<file path="src/rtl/pipe_result_fifo.sv">
// Result capture for the 3-stage arithmetic pipeline: a delayed issue strobe
// writes F into a first-word-fall-through FIFO with ready/valid output and sticky overflow.
module pipe_result_fifo #(
    parameter int N     = 10,
    parameter int DEPTH = 4,
    parameter int LAT   = 3
) (
    input  logic                         clk,
    input  logic                         rst,
    input  logic                         issue,
    input  logic [N-1:0]                 F,
    output logic [N-1:0]                 out_data,
    output logic                         out_valid,
    input  logic                         out_ready,
    output logic [$clog2(DEPTH+1)-1:0]   count,
    output logic                         full,
    output logic                         overflow
);

    localparam int AW = $clog2(DEPTH);
    localparam int CW = $clog2(DEPTH+1);

    logic [LAT-1:0] trk_q, trk_d;
    logic [AW-1:0]  wr_ptr_q, wr_ptr_d;
    logic [AW-1:0]  rd_ptr_q, rd_ptr_d;
    logic [CW-1:0]  count_q, count_d;
    logic           overflow_q, overflow_d;
    logic [N-1:0]   mem_q [DEPTH];

    logic wr, rd, full_w, wr_acc;

    // The pipeline has no valid bit, so issue is delayed by its latency here.
    if (LAT == 1) begin : g_trk_one
        assign trk_d = issue;
    end else begin : g_trk_many
        assign trk_d = {trk_q[LAT-2:0], issue};
    end

    always_comb begin
        wr     = trk_q[LAT-1];
        full_w = (count_q == CW'(DEPTH));
        rd     = (count_q != '0) && out_ready;
        // A read on the same edge frees the slot, so a full FIFO still accepts.
        wr_acc = wr && (!full_w || rd);

        count_d = count_q;
        case ({wr_acc, rd})
            2'b10:   count_d = count_q + 1'b1;
            2'b01:   count_d = count_q - 1'b1;
            default: count_d = count_q;
        endcase

        wr_ptr_d   = wr_acc ? wr_ptr_q + 1'b1 : wr_ptr_q;
        rd_ptr_d   = rd     ? rd_ptr_q + 1'b1 : rd_ptr_q;
        overflow_d = overflow_q | (wr && !wr_acc);
    end

    // NOTE: sequential state uses non-blocking assignments so every register
    // samples the pre-edge values of the others.
    always_ff @(posedge clk or posedge rst) begin
        if (rst) begin
            trk_q      <= '0;
            wr_ptr_q   <= '0;
            rd_ptr_q   <= '0;
            count_q    <= '0;
            overflow_q <= 1'b0;
        end else begin
            trk_q      <= trk_d;
            wr_ptr_q   <= wr_ptr_d;
            rd_ptr_q   <= rd_ptr_d;
            count_q    <= count_d;
            overflow_q <= overflow_d;
        end
    end

    // NOTE: storage is deliberately not reset; count gates every read, so
    // stale contents are never visible.
    always_ff @(posedge clk) begin
        if (wr_acc) begin
            mem_q[wr_ptr_q] <= F;
        end
    end

    assign out_valid = (count_q != '0);
    assign out_data  = out_valid ? mem_q[rd_ptr_q] : '0;
    assign count     = count_q;
    assign full      = full_w;
    assign overflow  = overflow_q;

endmodule

</file>
<file path="config.mk">
export PLATFORM = sky130hd
export DESIGN_NAME = pipe_result_fifo
export DESIGN_NICKNAME = d
export VERILOG_FILES = /design/src/rtl/pipe_result_fifo.sv
export SDC_FILE = /design/constraint.sdc
export NUM_CORES = 1
export LEC_CHECK = 0
export BUFFER_PORTS_ARGS = -buffer_cell sky130_fd_sc_hd__buf_2
export CORE_MARGIN = 2
export CORE_UTILIZATION = 55
export CTS_CLUSTER_DIAMETER = 80
export CTS_CLUSTER_SIZE = 25
export DETAILED_ROUTE_END_ITERATION = 6
export PLACE_DENSITY = 0.77
export SETUP_SLACK_MARGIN = 0.2
export SYNTH_ARGS = -nofsm -noshare
export SYNTH_HDL_FRONTEND = slang
export SYNTH_SLANG_ARGS = --single-unit
export TNS_END_PERCENT = 100
</file>
<file path="constraint.sdc">
create_clock -name clk -period 3.9 [get_ports clk]
set_clock_uncertainty 0.2 [all_clocks]
set_input_delay 0.585 -clock clk [delete_from_list [all_inputs] [get_ports clk]]
set_output_delay 0.585 -clock clk [all_outputs]
set_load 0.03 [all_outputs]
</file>
# Yosys cells after proc, flatten, opt, wreduce, memory -nomap -nowiden
# Memories as Yosys holds them, arrays and structs flattened.
# Cells that the tools add are included.
# word_totals
memories	1
output_inout_bits	16
input_bits	14
mem_bits_rw	40
reg_bits	11
word_cells	26
# memory_table
name	words	word_bits	read_ports	rd_clocked_by_memory_dff	write_ports	line	source
mem_q	4	10	1	0	1	28	logic [N-1:0] mem_q [DEPTH];
# op_classes
eq_ne	3
bitwise	1
muxes	4
add_sub_neg	4
n_reduce_logical	8
# op_table
op	count
10-bit 2-to-1 mux	1
3-bit case mux with 2 select lines	1
2-bit by 1-bit adder with 2-bit output, second input constant	2
3-bit by 1-bit adder with 3-bit output, second input constant	1
3-bit equality test, second input constant	1
1-bit logical AND	3
3-bit nonzero test	1
3-bit by 1-bit subtractor with 3-bit output, second input constant	1
2-bit by 1-bit equality test with 1-bit output, second input constant	1
2-bit equality test, second input constant	1
1-bit zero test	2
1-bit 2-to-1 mux	2
2-bit nonzero test	1
1-bit logical OR	1
1-bit OR	1

# Depth between registers and ports, before layout
# logic_depth
ltp_word	7
mapped_depth	7
ltp_nobuf	7

# Worst setup path before layout
# Ideal clock, no wire load.
# synth_path
path_kind	reg2reg
start	reg count_q[1], in the netlist count[1]
end	reg count_q[1], in the netlist count[1]
setup_time_ps	87
arrival_time_ps	2106
required_ps	3613
period_less_slack_ps	2393
setup_slack_ps	1507
stages_incl_launch_ff	8
path_cell_list	dfrtp_1 or3_1 nand2_1 or2_1 fa_1 o21ba_1 o211ai_1 a22oi_1
# synth_between
elab_chain_cells	6
word_cells_on_any_way	12
cone_classes	2 x add/sub; 3 x eq/ne; 1 x mux; 6 x reduce/logical
# synth_lines
item	line	source
from (decl)	26	logic [CW-1:0] count_q, count_d;
from (signal assigned)	71	count_q <= count_d;
3-bit equality test or 3-bit nonzero test (tied branches)	41, 42	
1-bit zero test or 1-bit logical AND (tied branches)	44, 42	
1-bit logical OR	44	wr_acc = wr && (!full_w || rd);
1-bit logical AND	44	
2-bit by 1-bit equality test with 1-bit output or 2-bit equality test (tied branches)	47	case ({wr_acc, rd})
3-bit case mux with 2 select lines or 2-bit nonzero test (tied branches)	--	
# Several ways; a longest one is shown, not always the timed one.
# A chain may end at the register's enable or synchronous reset.

# Worst setup path after layout
# layout_path
start	reg rd_ptr_q[0]
end	out out_data[2]
# layout_between
elab_chain_cells	2
# layout_lines
item	line	source
from (decl)	25	logic [AW-1:0] rd_ptr_q, rd_ptr_d;
from (signal assigned)	70	rd_ptr_q <= rd_ptr_d;
memory read 4 x 10 bit	--	
10-bit 2-to-1 mux	85	assign out_data = out_valid ? mem_q[rd_ptr_q] : '0;
to (decl)	12	output logic [N-1:0] out_data,
# Every way passes these cells.

==> results.py <==
metrics = {
    "cts": {
        "cts_num_sinks": 51,
        "clock_latency_ns": 0.30,
        "ctsHoldBuffers": 0,
        "h-tree-depth": 2,
        "cts_buffer_depth": 2,
        "cts-resized-gates": 0,
        "path_clk_slew_ns": 0.09,
        "postCtsSetupBuffers": 0,
        "root_buffer": "clkbuf_8",
        "cts_tree": "done",
        "cts_buffers": 5,
    },
    "logic_synthesis": {
        "ys.flop_type": "edfxtp_1",
        "syn_nets": 140,
        "synth_edf_count": 40,
        "synth.most_common_cell": "edfxtp_1",
        "synth_area_mm2": 0.00216,
        "netlist_top_cells_count": "40 x edfxtp_1, 15 x and2_1, 11 x dfrtp_1, 8 x mux4_2, 5 x inv_1",
        "ys_top_cells_by_area": "edfxtp_1 56%, dfrtp_1 13%, mux4_2 8.3%",
        "async_flop_share_pct": 21.6,
        "ys_ff_latch": 51,
        "synth_top_area_cell": "edfxtp_1",
        "avgSynthCellArea_um2": 17.9,
        "ys_seq_area_share_pct": 68.3,
        "yosysTopAreaCellShare_pct": 55.6,
        "yosysWarnings": 0,
        "synth.distinct_cells": 32,
        "synthCells": 121,
    },
    "setup_path": {
        "crit_path_cell_trace": "mux4_1 -> and2_1 -> buf_2",
        "start_kind": "register",
        "required_ns": 3.12,
        "slowest_stage": "dfrtp_1",
        "slowest_delay_ns": 0.80,
        "path_max_fanout": 12,
        "end_kind": "primary output",
        "r2r_slack_ns": 1.22,
        "r2r_cells": 7,
        "criticalPathCategory": "reg2out",
        "crit_arrival_ns": 2.06,
    },
    "routing": {
        "dr.first_iter.drc_count": 71,
        "remaining_drc_errors": 0,
        "first_pass_iters": 4,
        "viasPerCell": 5.70,
        "drt-total-wl_mm": 3.54,
        "antenna_left": 0,
        "vias": 1146,
        "wl_per_cell_um": 17.6,
    },
    "placed_design": {
        "gp_congestion": 0.793,
        "portBuffers": 29,
        "placed_cells": 193,
        "hpwl_mm": 2.34,
    },
    "global_route": {
        "grt_pass1_wl_mm": 5.64,
        "grt_usage_pct": 18.4,
        "overflow": 0,
        "grt_pass1_vias": 1162,
        "grt_max_degree": 16,
        "grt_antenna_before_repair": 0,
    },
    "sta": {
        "period_share_pct": 72.9,
        "slew_violations": 0,
        "totalNegativeSetupSlack_ns": 0,
        "period_minus_slack_ns": 2.84,
        "max_freq_mhz": 352,
        "hold_violations": 0,
        "worst_pin_slew_ns": 0.694,
        "setup_violations": 0,
        "rsz0062_at_grt": "false",
        "slew_headroom_pct": 53.8,
    },
    "run": {
        "cap_viol_max_count": 0,
    },
    "pwr": {
        "p_leak_nw": 0.936,
        "p_comb_share_pct": 39.0,
        "p_int_mw": 1.32,
        "p_clk_share_pct": 20.0,
        "power_density_mw_per_mm2": 841,
        "switching_share_pct": 36.5,
        "irDropWorstVdd_mv": 0.466,
        "seq_power_share_pct": 41.0,
        "switching_power_uw": 755,
    },
    "die": {
        "die-area_mm2": 0.00445,
        "initial_core_util_pct": 58.2,
        "die_y_um": 66.7,
        "num_rows": 22,
        "coreArea_mm2": 0.00372,
        "die_w_um": 66.7,
        "io_pins": 30,
    },
    "final_layout": {
        "syn_to_final_growth_pct": 13.9,
        "final-instance-count-excl-fill": 201,
        "drive_above_1_share_pct": 30.7,
        "antenna_cells": 0,
        "final_nets": 171,
        "final_util_pct": 66.3,
    },
    "worst_hold_path": {
        "hold_path.class": "in2async",
    },
    "run_status": {
        "outcome": "finished clean",
    },
}
stage by stage:
step | power, mW | hold slack, ns | setup WS (ns) | area, µm²
floorplan | 1.47 | 0.131 | 1.51 | 2160
global placement | 1.63 | 0.133 | 1.37 | 2330
detailed placement | 1.67 | 0.138 | 1.29 | 2330
CTS | 2.08 | 0.0793 | 1.01 | 2460
global route | 2.18 | 0.0852 | 0.920 | 2460
finish | 2.07 | 0.0696 | 1.06 | 2460
sequential cells by signal, summed over array words and instances, names as in the netlist:
name      flops
mem_q        40
overflow      1
wr_ptr_q      2
rd_ptr_q      2
count         3
trk_q         3
placed cells by master, fill, tap and decap left out, types with 2 or more instances in the layout:
master     instances
ha_1               4
o22ai_1            2
nor2b_1            2
mux4_1             2
nand3_1            2
dfrtp_1           11
bufinv_16          2
clkbuf_8           5
xor2_1             2
buf_2             29
xnor2_1            3
mux4_2             8
edfxtp_1          40
nand2_1            2
nor2_1             2
and2_1            15
inv_1              5
area by class of cell:
type                            instances  area, µm²
Clock buffer                            6       72.6
Clock inverter                          2       60.1
Fill cell                             263       1250
Inverter                                5       18.8
Multi-Input combinational cell         60        629
Sequential cell                        51       1480
Tap cell                               48       60.1
Timing Repair Buffer                   29        145
path summary, 6_finish.rpt:
kind / endpoint / start
max in group asynchronous: trk_q[2] / rst
min: count[2] / rst
min in group clk: trk_q[1] / trk_q[0]
min reg2reg: trk_q[1] / trk_q[0]
max reg2reg: count[1] / count[1]
max: out_data[2] / rd_ptr_q[0]
critical path: cells and delay by family, from the launching register on:
family / cells / cell delay [ns]
DFF: 1 / 0.80
buffers and inverters: 1 / 0.17
and+or+nand+nor: 1 / 0.17
muxes: 1 / 0.62
routing by layer:
| metal | routed length, µm | track usage (%) | vias up |
|---|---|---|---|
| met1 | 1430 | 22.3 | 579 |
| met2 | 1850 | 30.8 | 43 |
| li1 | - | - | 516 |
| met3 | 200 | 5.74 | 8 |
| met5 | 0 | 0 | - |
| met4 | 54 | 7.14 | 0 |
power by group through the flow:
stage          registers (mW)  logic (mW)  clock network (mW)
2_1_floorplan           0.832       0.638                   0
3_3_place_gp            0.849       0.783                   0
3_5_place_dp            0.864       0.806                   0
4_1_cts                 0.853       0.811               0.420
5_1_grt                 0.870       0.870               0.442
6_report                0.850       0.807               0.414
cells by family (layout without fill, tap and decap cells):
| logic type | Yosys count | count (layout) | share of synthesized area, % |
|---|---|---|---|
| adder cells (fa/ha/maj) | 5 | 5 | 3.24 |
| AO/OA/AOI/OAI | 10 | 10 | 3.41 |
| XOR/XNOR | 5 | 5 | 2.03 |
| flip-flops | 51 | 51 | 68.3 |
| buffers and inverters | 10 | 42 | 2.60 |
| multiplexers | 11 | 11 | 11.5 |
| AND/OR/NAND/NOR | 29 | 29 | 8.97 |
(Power assumes the default switching activity.)
